==> src/rtl/pixel_fb_writer.sv <==
`default_nettype none
// ============================================================================
// Module   : pixel_fb_writer
// Purpose  : Sink for the game-view pixel-write stream. Clips incoming pixels
//            to the screen, buffers on-screen pixels in a small FIFO as
//            {linear address, colour}, and commits them to a shared
//            frame-buffer RAM port whenever the arbiter grants it. Also runs a
//            full-screen clear (after draining queued pixels) on request.
// Ports    : clk, reset      - clock, synchronous active-high reset
//            X_in/Y_in       - pixel coordinates (9b / 8b)
//            Color_in        - RGB 4:4:4 colour
//            writeEn_in      - pixel valid (one per cycle)
//            ready           - block accepts a pixel this cycle
//            clear_req       - level request for a full-screen clear
//            clear_done      - one-cycle pulse after the last clear write
//            mem_addr/mem_data/mem_wren - frame-buffer write request
//            mem_grant       - RAM port granted this cycle
//            overflow        - sticky: pixel offered while ready=0
//            clip_count      - saturating count of off-screen pixels
// Revision : 1.0 - initial release
// ============================================================================
module pixel_fb_writer #(
  parameter int          WIDTH       = 320,
  parameter int          HEIGHT      = 240,
  parameter int          FIFO_DEPTH  = 8,
  parameter logic [11:0] CLEAR_COLOR = 12'h000
) (
  input  logic        clk,
  input  logic        reset,
  input  logic [8:0]  X_in,
  input  logic [7:0]  Y_in,
  input  logic [11:0] Color_in,
  input  logic        writeEn_in,
  output logic        ready,
  input  logic        clear_req,
  output logic        clear_done,
  output logic [16:0] mem_addr,
  output logic [11:0] mem_data,
  output logic        mem_wren,
  input  logic        mem_grant,
  output logic        overflow,
  output logic [7:0]  clip_count
);

  localparam int             PTR_W     = $clog2(FIFO_DEPTH);
  localparam logic [PTR_W:0] c_depth   = (PTR_W + 1)'(FIFO_DEPTH);
  localparam logic [16:0]    c_width   = 17'(WIDTH);
  localparam logic [16:0]    c_height  = 17'(HEIGHT);
  localparam logic [16:0]    c_fb_last = 17'(WIDTH * HEIGHT - 1);

  typedef enum logic [1:0] {
    ST_RUN   = 2'd0,
    ST_DRAIN = 2'd1,
    ST_CLEAR = 2'd2
  } state_t;

  state_t r_state;
  state_t w_state_nxt;

  // FIFO storage and bookkeeping
  logic [16:0]      r_fifo_addr [FIFO_DEPTH];
  logic [11:0]      r_fifo_data [FIFO_DEPTH];
  logic [PTR_W-1:0] r_wr_ptr;
  logic [PTR_W-1:0] r_rd_ptr;
  logic [PTR_W:0]   r_count;

  logic [16:0] r_clr_cnt;
  logic        r_clear_done;
  logic        r_overflow;
  logic [7:0]  r_clip_count;

  logic [16:0] w_addr;
  logic        w_in_range;
  logic        w_accept;
  logic        w_push;
  logic        w_clip;
  logic        w_pop;
  logic        w_fifo_empty;
  logic        w_clr_last;

  // --------------------------------------------------------------------------
  // Coordinate to linear address. For the native 320-pixel line the multiply
  // is written as two shifts and an add (Y*256 + Y*64 + X).
  // --------------------------------------------------------------------------
  generate
    if (WIDTH == 320) begin : g_addr_shift
      assign w_addr = ({9'b0, Y_in} << 8) + ({9'b0, Y_in} << 6) + {8'b0, X_in};
    end else begin : g_addr_mult
      assign w_addr = ({9'b0, Y_in} * c_width) + {8'b0, X_in};
    end
  endgenerate

  assign w_in_range   = ({8'b0, X_in} < c_width) && ({9'b0, Y_in} < c_height);
  assign w_accept     = writeEn_in && ready;
  assign w_push       = w_accept && w_in_range;
  assign w_clip       = w_accept && !w_in_range;
  assign w_fifo_empty = (r_count == '0);

  // --------------------------------------------------------------------------
  // FSM next state and port outputs. Everything here depends only on
  // registered state, so the RAM request is stable while the grant is low.
  // --------------------------------------------------------------------------
  always_comb begin
    w_state_nxt = r_state;
    ready       = 1'b0;
    mem_wren    = 1'b0;
    mem_addr    = '0;
    mem_data    = '0;
    w_pop       = 1'b0;
    w_clr_last  = 1'b0;

    case (r_state)
      ST_RUN: begin
        ready = (r_count != c_depth);
        if (!w_fifo_empty) begin
          mem_wren = 1'b1;
          mem_addr = r_fifo_addr[r_rd_ptr];
          mem_data = r_fifo_data[r_rd_ptr];
          w_pop    = mem_grant;
        end
        // A pixel accepted alongside the request is already in the FIFO
        // next cycle and is drained before the clear starts.
        if (clear_req) begin
          w_state_nxt = ST_DRAIN;
        end
      end

      ST_DRAIN: begin
        if (!w_fifo_empty) begin
          mem_wren = 1'b1;
          mem_addr = r_fifo_addr[r_rd_ptr];
          mem_data = r_fifo_data[r_rd_ptr];
          w_pop    = mem_grant;
        end else begin
          w_state_nxt = ST_CLEAR;
        end
      end

      ST_CLEAR: begin
        mem_wren = 1'b1;
        mem_addr = r_clr_cnt;
        mem_data = CLEAR_COLOR;
        if (mem_grant && (r_clr_cnt == c_fb_last)) begin
          w_clr_last  = 1'b1;
          w_state_nxt = ST_RUN;
        end
      end

      default: begin
        w_state_nxt = ST_RUN;
      end
    endcase
  end

  // --------------------------------------------------------------------------
  // State register
  // --------------------------------------------------------------------------
  always_ff @(posedge clk) begin
    if (reset) begin
      r_state <= ST_RUN;
    end else begin
      r_state <= w_state_nxt;
    end
  end

  // --------------------------------------------------------------------------
  // FIFO pointers and occupancy. Push never targets a full FIFO because
  // ready already excludes that case.
  // --------------------------------------------------------------------------
  always_ff @(posedge clk) begin
    if (reset) begin
      r_wr_ptr <= '0;
      r_rd_ptr <= '0;
      r_count  <= '0;
    end else begin
      if (w_push) begin
        r_wr_ptr <= r_wr_ptr + 1'b1;
      end
      if (w_pop) begin
        r_rd_ptr <= r_rd_ptr + 1'b1;
      end
      case ({w_push, w_pop})
        2'b10:   r_count <= r_count + 1'b1;
        2'b01:   r_count <= r_count - 1'b1;
        default: r_count <= r_count;
      endcase
    end
  end

  // FIFO payload needs no reset; only entries covered by r_count are read.
  always_ff @(posedge clk) begin
    if (w_push) begin
      r_fifo_addr[r_wr_ptr] <= w_addr;
      r_fifo_data[r_wr_ptr] <= Color_in;
    end
  end

  // --------------------------------------------------------------------------
  // Clear sequencer: the counter restarts at zero whenever we are not
  // clearing, so entering CLEAR always begins at address 0.
  // --------------------------------------------------------------------------
  always_ff @(posedge clk) begin
    if (reset) begin
      r_clr_cnt    <= '0;
      r_clear_done <= 1'b0;
    end else begin
      r_clear_done <= w_clr_last;
      if (r_state != ST_CLEAR) begin
        r_clr_cnt <= '0;
      end else if (mem_grant && !w_clr_last) begin
        r_clr_cnt <= r_clr_cnt + 1'b1;
      end
    end
  end

  // --------------------------------------------------------------------------
  // Status: sticky overflow and saturating clip counter
  // --------------------------------------------------------------------------
  always_ff @(posedge clk) begin
    if (reset) begin
      r_overflow   <= 1'b0;
      r_clip_count <= '0;
    end else begin
      if (writeEn_in && !ready) begin
        r_overflow <= 1'b1;
      end
      if (w_clip && (r_clip_count != 8'hFF)) begin
        r_clip_count <= r_clip_count + 1'b1;
      end
    end
  end

  assign clear_done = r_clear_done;
  assign overflow   = r_overflow;
  assign clip_count = r_clip_count;

endmodule
`default_nettype wire
==> config.mk <==
export PLATFORM = sky130hd
export DESIGN_NAME = pixel_fb_writer
export DESIGN_NICKNAME = d
export VERILOG_FILES = /design/src/rtl/pixel_fb_writer.sv
export SDC_FILE = /design/constraint.sdc
export NUM_CORES = 1
export LEC_CHECK = 0
export CAP_MARGIN = 5
export CORE_AREA = 2 2 201 153
export DETAILED_ROUTE_END_ITERATION = 7
export DIE_AREA = 0 0 203 155
export PLACE_DENSITY_LB_ADDON = 0.05
export SYNTH_ARGS = -nofsm -noshare
export SYNTH_HDL_FRONTEND = slang
export SYNTH_SLANG_ARGS = --single-unit
==> constraint.sdc <==
create_clock -name clk -period 7 [get_ports clk]
set_clock_uncertainty 0.15 [all_clocks]
set_input_delay 1.4 -clock clk [delete_from_list [all_inputs] [get_ports clk]]
set_output_delay 1.4 -clock clk [all_outputs]
set_load 0.02 [all_outputs]
==> results.toml, run 1 <==
[outcome]
status = "finished clean"

[timing]
tightest_slew_ns = 1.170
layout_min_cycle_time_ns = 5.075
fin_setup_tns_ns = 0
fin_crit_sh_pct = 72.50
timing.hold.ws_ns = 0.3289
max-slew-margin-rel_pct = 21.64
rsz0062_at_grt = "no"
drv_slew = 0
setup_viol = 0
hold_viol_final = 0
max_freq_mhz = 197.0

[floorplan]
core-area_um2 = 29660
ios = 75
die_x_um = 203
die_y_um = 155
initial_utilization_pct = 39.28
dieArea_um2 = 31470
rows = 55

[global_route]
grt_first_pass_wirelength_um = 41560
grt_max_degree = 59
track_usage_pct = 17.38
grt_pass1_vias = 6872
overflow = 0
antenna_found_initial = 0

[drt]
drt_iter0_markers = 520
wl_met1_um = 12480
met3WireLength_um = 1339
dr.max_layer_used = "met4"
viasPerCell = 5.534
wl_per_cell_um = 22.69
ant_nets = 0
routed_wl_um = 27130
dr.pass1.iters = 5
drc = 0
routed-via-count = 6619
wl_met2_um = 12780

[yosys]
synth_area_um2 = 11650
yosys_warnings = 0
synth_edf_count = 232
synthDistinctLibCells = 63
ys_ff_latch = 274
synth_fp_nets = 754
async_flop_share_pct = 0
ys_seq_area_share_pct = 67.01
ys.flop_type = "edfxtp_1"
synthCells = 696
syn_area_per_cell_um2 = 16.74

[placement]
dp_hpwl_um = 16230
routabilityCongestion = 0.7457
io_buffers = 74
numPlacedInstances = 1146

[setup_path]
crit_fanout = 49
reg2reg_to = "r_fifo_addr[0][3]"
r2r_start = "r_state[1]"
critical_path_arrival_ns = 3.53
ff2ff_setup_slack_ns = 4.01
end_kind = "output port"
cp_slowest_cell = "dfxtp_4"
critPathCapture = "mem_addr[6]"
cp_slowest_stage_delay_ns = 1.03
ff2ff_path_depth = 5
crit_path_start_kind = "flip-flop"
crit_type = "flip-flop to output port"
cp_data_required_time_ns = 5.45
crit_chain = "buf_4 -> mux4_2 -> and3_1 -> a221o_1 -> clkdlybuf4s50_1"

[clock_network]
cts_setup_buffers = 0
htree_levels = 1
cts_num_sinks = 274
cts_tree = "built"
cts_buffers = 28
cts.hold.buffers_added = 0
clk_pin_slew_ns = 0.06
cts_root_buf = "clkbuf_16"
cts-resized-gates = 0
insertion_delay_ns = 0.54
cts_buffer_depth = 3

[layout]
layout_common_cells = "edfxtp_1 (232), clkdlybuf4s50_1 (74), mux4_2 (58), dfxtp_1 (40), nor2_1 (37)"
drive_gt1_share_pct = 17.69
final_nets = 835
antenna_cells = 0
layout_commonest_cell = "edfxtp_1"
syn_to_final_growth_pct = 18.01
fin_cells = 1196

[power]
static-leakage-power_nw = 4.356
power_density_nw_per_um2 = 344.6
ir_worst_vdd_mv = 0.1520

[run]
maxCapViolCount = 0

[hold_path]
hold_class = "flip-flop to flip-flop"
==> Yosys cell counts (all sizes together), types with 2 or more instances <==
cell type  count  share of area (%)
nand4         11               0.59
and2           3               0.18
o22ai          3               0.16
mux4          58                 11
xor2           4               0.30
mux2           5               0.48
o311ai         3               0.23
nand4bb        2               0.19
mux2i         17                1.5
and4           2               0.17
inv            5               0.16
ha            22                2.4
o21ai         14               0.60
o41ai          4               0.30
nor2b          7               0.38
and3          20                1.1
nor4b          6               0.45
nand2         21               0.68
fa             2               0.34
clkbuf        15               0.49
buf           22                1.2
o21bai         2               0.13
nor3b          2               0.21
edfxtp       232                 60
a21oi         18               0.77
o211ai         4               0.26
nand2b         8               0.43
nor3           8               0.34
dfxtp         42                7.2
nor2          41                1.3
a221o         15                1.3
or4            7               0.45
a31oi          2               0.11
a21o           2               0.13
a211oi         3               0.19
nand3         20                1.1
o31ai          6               0.39
xnor2          9               0.68
nor4           9               0.74
or3            6               0.32
==> stage by stage <==
step                utilization (%)  worst slack [ns]  cell area, um2  total power, mW
floorplan                         -             1.304           11650            2.843
global placement              43.30             2.367           12840            3.300
detailed placement            43.30             2.314           12840            3.319
CTS                           46.36             1.774           13750            4.803
global route                  46.36             1.631           13750            4.954
finish                        46.36             1.925           13750            4.739
==> logic make-up (layout without fill, tap and decap cells) <==
family | count (synthesis) | count (layout) | share of synthesized area (%)
AOI/OAI and AO/OA | 84 | 84 | 5.219
xor gates and xnor gates | 13 | 13 | 0.9772
adders and majority gates | 24 | 24 | 2.706
buffers and inverters | 42 | 143 | 1.826
DFF | 274 | 274 | 67.01
muxes | 80 | 80 | 13.15
and+or+nand+nor | 179 | 179 | 9.107
==> layout make-up <==
cell class,count,area [um2]
Clock buffer,33,740.7
Clock inverter,17,165.2
Fill cell,2558,15910
Inverter,5,18.77
Multi-Input combinational cell,380,3665
Sequential cell,274,7815
Tap cell,399,499.2
Timing Repair Buffer,88,845.8
==> layer usage <==
metal / track usage (%) / vias up
li1: - / 2999
met3: 2.974 / 33
met1: 24.50 / 3415
met2: 28.31 / 172
met5: 0 / -
met4: 4.171 / 0
==> power by group <==
group / switching [mW] / total, mW / internal (mW)
clock: 0.616 / 1.48 / 0.864
combinational: 0.633 / 1.23 / 0.594
sequential: 0.157 / 2.03 / 1.87
==> how the worst min path moves through the flow <==
| stage | start | endpoint | slack (ns) | depth (start not counted) |
|---|---|---|---|---|
| 2_1_floorplan | r_clr_cnt[16] | r_clr_cnt[16] | 0.31 | 2 |
| 3_3_place_gp | overflow | overflow | 0.30 | 2 |
| 3_5_place_dp | overflow | overflow | 0.32 | 2 |
| 4_1_cts | overflow | overflow | 0.33 | 2 |
| 5_1_grt | overflow | overflow | 0.37 | 2 |
| 6_report | overflow | overflow | 0.33 | 2 |
==> sequential cells by signal (all words and copies together) (netlist names), named ones only <==
register,count
r_clr_cnt,17
clear_done,1
r_state,2
overflow,1
clip_count,8
r_rd_ptr,3
r_fifo_addr,136
r_fifo_data,96
r_wr_ptr,3
r_count,4
==> worst max-delay path, delay by kind of cell, from the launching register on <==
family	cells	cell delay, ns
AOI/OAI and AO/OA	1	0.29
buffers and inverters	2	0.93
DFF	1	1.03
muxes	1	0.52
and+or+nand+nor	1	0.19
No activity file was read; power rests on OpenSTA's default activity.
==> run 2: changes to the inputs <==
==> constraint.sdc (replaced) <==
create_clock -name clk -period 4.1 [get_ports clk]
set_clock_uncertainty 0.15 [all_clocks]
set_input_delay 0.82 -clock clk [delete_from_list [all_inputs] [get_ports clk]]
set_output_delay 0.82 -clock clk [all_outputs]
set_load 0.02 [all_outputs]
==> run 2 against run 1 <==
  * Clock power grew 61%
  * First-iteration DRC count shrank 33%
  * Cell area grew 1.1%
  * Via count grew 0.74%
  * Die area is the same
  * Routed wire length shrank 2.8%
  * Combinational power grew 95%
  * Register-to-register slack lost 2.9 ns
  * Sequential share of layout area shrank 0.64 points
  * Count of clock-buffer cells in the layout grew 1
  * Flip-flop and latch count is the same
  * Highest routed layer unchanged
==> results.toml, run 2 (synthesis gave the netlist of run 1 again) <==
[setup_path]
critical_path_arrival_ns = 2.84
cp_slowest_cell = "mux4_2"
crit_fanout = 11
cp.buffers_inverters = 2
crit_chain = "buf_4 -> mux4_2 -> and3_1 -> a221o_1 -> clkdlybuf4s50_1"
crit_path_start_kind = "flip-flop"
cp_slowest_stage_delay_ns = 0.59
cp_top_family = "buffers and inverters"
cp_data_required_time_ns = 3.13
end_kind = "output port"
r2r_start = "r_count[0]"
crit_type = "flip-flop to output port"

[floorplan]
dieArea_um2 = 31470
rows = 55
initial_utilization_pct = 39.28
ios = 75
die_x_um = 203
die_y_um = 155
core-area_um2 = 29660

[clock_network]
htree_levels = 1
cts_buffer_depth = 3
cts-resized-gates = 0
cts_tree = "built"
cts_buffers = 28
cts_root_buf = "clkbuf_16"
insertion_delay_ns = 0.53
cts.hold.buffers_added = 0
cts_num_sinks = 274
clk_pin_slew_ns = 0.06
cts_setup_buffers = 0

[layout]
largest_reg_flops = 136
syn_to_final_growth_pct = 19.31
layout_commonest_cell = "edfxtp_1"
largestRegisters = "r_fifo_addr: 136 flops, r_fifo_data: 96 flops, r_clr_cnt: 17 flops"
fin_cells = 1209
layout_common_cells = "edfxtp_1 (232), clkdlybuf4s50_1 (74), mux4_2 (58), dfxtp_1 (40), nor2_1 (37)"
top_register = "r_fifo_addr"
drive_gt1_share_pct = 18.27
final_nets = 851
antenna_cells = 0

[power]
p_int_mw = 5.716
comb_power_share_pct = 29.7
power_density_nw_per_um2 = 582.3
p_total_mw = 8.095
static-leakage-power_nw = 4.421
clkPwrFrac_pct = 29.5
p_sw_mw = 2.378
seq_power_share_pct = 40.8
ir_worst_vdd_mv = 0.3626
sw_frac_of_total_pct = 29.38

[outcome]
status = "finished clean"

[placement]
post-place-ws_ns = 0.2726
numPlacedInstances = 1160
routabilityCongestion = 0.7461
dp_hpwl_um = 16200
io_buffers = 74

[run]
maxCapViolCount = 0

[timing]
fin_crit_sh_pct = 93.01
tightest_slew_ns = 0.8386
fin_setup_tns_ns = 0
max_freq_mhz = 262.2
rsz0062_at_grt = "no"
max-slew-margin-rel_pct = 43.69
setup_slack_ns = 0.2867
setup_viol = 0
hold_viol_final = 0
layout_min_cycle_time_ns = 3.813
drv_slew = 0

[hold_path]
min-delay-start = "overflow"
hold_class = "flip-flop to flip-flop"

[drt]
viasPerCell = 5.515
drc = 0
wl_per_cell_um = 21.82
ant_nets = 0
routed-via-count = 6668
drt_iter0_markers = 350
dr.pass1.iters = 4
routed_wl_um = 26380

[global_route]
track_usage_pct = 17.09
grt_first_pass_wirelength_um = 40770
grt_pass1_vias = 6907
overflow = 0
grt_max_degree = 43
antenna_found_initial = 0
run 2: cell types whose count changed in the layout (fill, tap and decap cells not counted), sizes merged:
cell	delta
clkinvlp	-2
inv	-1
clkbuf	+1
bufinv	-1
buf	+16
run 2: power by group through the flow:
stage / clock network [mW] / logic [mW] / registers (mW)
global placement: 0 / 2.38 / 3.39
global route: 2.56 / 2.58 / 3.32
detailed placement: 0 / 2.39 / 3.40
finish: 2.39 / 2.40 / 3.30
CTS: 2.45 / 2.40 / 3.34
floorplan: 0 / 1.55 / 3.31
run 2: layout make-up:
type                       count  area (um2)
clock buffer                  34       744.5
timing repair buffer         104        1041
clock inverter                13       105.1
sequential                   274        7812
multi-input combinational    380        3680
tap                          399       499.2
inverter                       5       18.77
fill                        2572       15760
run 2: worst paths after layout:
path | to | cells past startpoint | slack, ns
max reg2reg | r_count[2] | 10 | 1.12
min reg2reg | overflow | 2 | 0.32
min | overflow | 2 | 0.32
max | mem_addr[14] | 5 | 0.29
run 2: through the flow:
stage	util [%]	cell area [um2]	hold WS, ns
after floorplan	-	11660	0.3149
after CTS	46.82	13890	0.3262
after global routing	46.87	13900	0.3615
after detailed placement	43.95	13040	0.3102
final	46.87	13900	0.3220
after global placement	43.95	13040	0.2985
run 2: tightest hold or removal path, delay by kind of cell (launching register included):
kind               cells  cell delay, ns
DFF                    1            0.33
AOI/OAI and AO/OA      1            0.04
and+or+nand+nor        1            0.07
run 2: per-layer routing:
layer / GRT usage [%] / wire length (um)
met2: 29.01 / 12850
met1: 23.60 / 12230
met3: 2.535 / 892
met4: 3.441 / 403
met5: 0 / 0
==> run 3: changes to the inputs <==
--- a/config.mk
+++ b/config.mk
@@ -7,8 +7,10 @@
 export LEC_CHECK = 0
 export CAP_MARGIN = 5
 export CORE_AREA = 2 2 201 153
+export CTS_CLUSTER_SIZE = 24
 export DETAILED_ROUTE_END_ITERATION = 7
 export DIE_AREA = 0 0 203 155
+export MAX_ROUTING_LAYER = met4
 export PLACE_DENSITY_LB_ADDON = 0.05
 export SYNTH_ARGS = -nofsm -noshare
 export SYNTH_HDL_FRONTEND = slang
==> run 3 against run 2 <==
  * Count of clock-buffer cells in the layout is 1 lower
  * Sequential share of layout area up 0.10 points
  * Non-clock buffer count stayed put
  * Flip-flop and latch count unchanged
  * Total power is 0.80% lower
  * Hold slack worse by 0.0018 ns
  * Cell area shrank 0.18%
==> results.toml, run 3 (synthesis gave the netlist of run 1 again) <==
[floorplan]
core-area_um2 = 29660
die_y_um = 155
die_x_um = 203
initial_utilization_pct = 39.28
dieArea_um2 = 31470
rows = 55
ios = 75

[global_route]
grtUsageMet1_pct = 23.68
grtUsageMet2_pct = 28.95
busiest_layer = "met2"
grt_max_degree = 43
globalRouteMet3Util_pct = 2.597
track_usage_pct = 17.62
antenna_found_initial = 0
overflow = 0
grt_pass1_vias = 6917
grt_first_pass_wirelength_um = 40730

[power]
static-leakage-power_nw = 4.411
p_int_mw = 5.651
seq_power_share_pct = 41.1
sw_frac_of_total_pct = 29.63
power_density_nw_per_um2 = 578.7
p_sw_mw = 2.380
ir_worst_vdd_mv = 0.3664
clkPwrFrac_pct = 28.9
p_total_mw = 8.030
comb_power_share_pct = 30.0

[timing]
max_freq_mhz = 261.8
fin_crit_sh_pct = 93.18
layout_min_cycle_time_ns = 3.820
hold_viol_final = 0
setup_viol = 0
drv_slew = 0
tightest_slew_ns = 0.8246
max-slew-margin-rel_pct = 44.63
rsz0062_at_grt = "no"

[drt]
drt_iter0_markers = 383
routed-via-count = 6661
ant_nets = 0
drc = 0
viasPerCell = 5.510
wl_per_cell_um = 21.86
dr.pass1.iters = 4
routed_wl_um = 26430

[setup_path]
crit_type = "flip-flop to output port"
crit_fanout = 11
cp.buffers_inverters = 2
cp_data_required_time_ns = 3.13
ff2ff_path_depth = 10
cp_top_family = "buffers and inverters"
critical_path_arrival_ns = 2.85
reg2reg_to = "r_count[2]"
crit_path_start_kind = "flip-flop"
r2r_start = "r_count[0]"
crit_chain = "buf_4 -> mux4_2 -> and3_1 -> a221o_1 -> clkdlybuf4s50_1"
end_kind = "output port"
ff2ff_setup_slack_ns = 1.12
cp_slowest_cell = "mux4_2"
cp_slowest_stage_delay_ns = 0.59

[clock_network]
cts_tree = "built"
clk_pin_slew_ns = 0.06
insertion_delay_ns = 0.53
cts_buffers = 28
cts_num_sinks = 274
htree_levels = 1
cts_buffer_depth = 3
cts_root_buf = "clkbuf_16"
cts.hold.buffers_added = 0

[hold_path]
min_to = "overflow"
min-delay-start = "overflow"
hold_path_depth = 2
hold_class = "flip-flop to flip-flop"

[placement]
io_buffers = 74
dp_hpwl_um = 16200
routabilityCongestion = 0.7580

[layout]
largestRegisters = "r_fifo_addr: 136 flops, r_fifo_data: 96 flops, r_clr_cnt: 17 flops"
largest_reg_flops = 136
final_nets = 851
syn_to_final_growth_pct = 19.09
utilization_pct = 46.78
top_register = "r_fifo_addr"
layout_common_cells = "edfxtp_1 (232), clkdlybuf4s50_1 (74), mux4_2 (58), dfxtp_1 (40), nor2_1 (37)"
drive_gt1_share_pct = 18.27
antenna_cells = 0
layout_commonest_cell = "edfxtp_1"

[run]
maxCapViolCount = 0

[outcome]
status = "finished clean"
run 3: layout make-up:
type / instances / area [um2]
Fill cell: 2573 / 15780
Tap cell: 399 / 499.2
Sequential cell: 274 / 7812
Clock inverter: 14 / 83.83
Multi-Input combinational cell: 380 / 3680
Timing Repair Buffer: 104 / 1041
Clock buffer: 33 / 740.7
Inverter: 5 / 18.77
run 3: worst max-delay path by stage:
stage              start                  to  slack, ns  depth (start not counted)
2_1_floorplan    X_in[7]   r_fifo_addr[2][0]      -0.26                          5
6_report       flip-flop        mem_addr[14]       0.28                          5
3_3_place_gp     X_in[8]  r_fifo_addr[4][16]       0.31                          7
3_5_place_dp     X_in[8]  r_fifo_addr[6][16]       0.27                          7
4_1_cts        flip-flop         mem_addr[1]       0.08                          6
5_1_grt        flip-flop        mem_addr[14]       0.16                          5
run 3: per-layer routing:
| layer | vias up | share of wire, % |
|---|---|---|
| met2 | 153 | 48 |
| met5 | - | 0 |
| met1 | 3444 | 45 |
| met4 | 0 | 1.5 |
| met3 | 27 | 4.9 |
| li1 | 3037 | - |
run 3: metrics by stage:
stage	std cells	setup slack [ns]	cell area, um2	hold WS, ns	setup TNS (ns)
global placement	1160	0.3143	13040	0.2985	0
global route	1209	0.1613	13880	0.3615	0
finish	1209	0.2796	13880	0.3202	0
floorplan	696	-0.2622	11660	0.3149	-22.81
CTS	1207	0.08034	13860	0.3262	0
detailed placement	1160	0.2726	13040	0.3102	0
run 3: what timing repair did:
| item | in CTS | in global routing |
|---|---|---|
| endpoints found under the hold margin | 0 | 0 |
| setup endpoints to repair | 0 | 1 |
| setup buffers | 0 | 2 |
| resized for setup | 0 | 0 |
run 3: power groups by stage:
stage / logic (mW) / registers (mW) / clock network [mW]
6_report: 2.41 / 3.30 / 2.32
5_1_grt: 2.58 / 3.32 / 2.49
4_1_cts: 2.40 / 3.34 / 2.38
3_5_place_dp: 2.39 / 3.40 / 0
3_3_place_gp: 2.38 / 3.39 / 0
2_1_floorplan: 1.55 / 3.31 / 0
run 3: worst reg2reg max path, delay by kind of cell (launching register included):
family                   cells  cell delay, ns
AO/OA/AOI/OAI                2            0.19
XOR/XNOR                     2            0.35
adder cells (fa/ha/maj)      2            0.49
flip-flops                   1            0.39
AND/OR/NAND/NOR              4            1.35
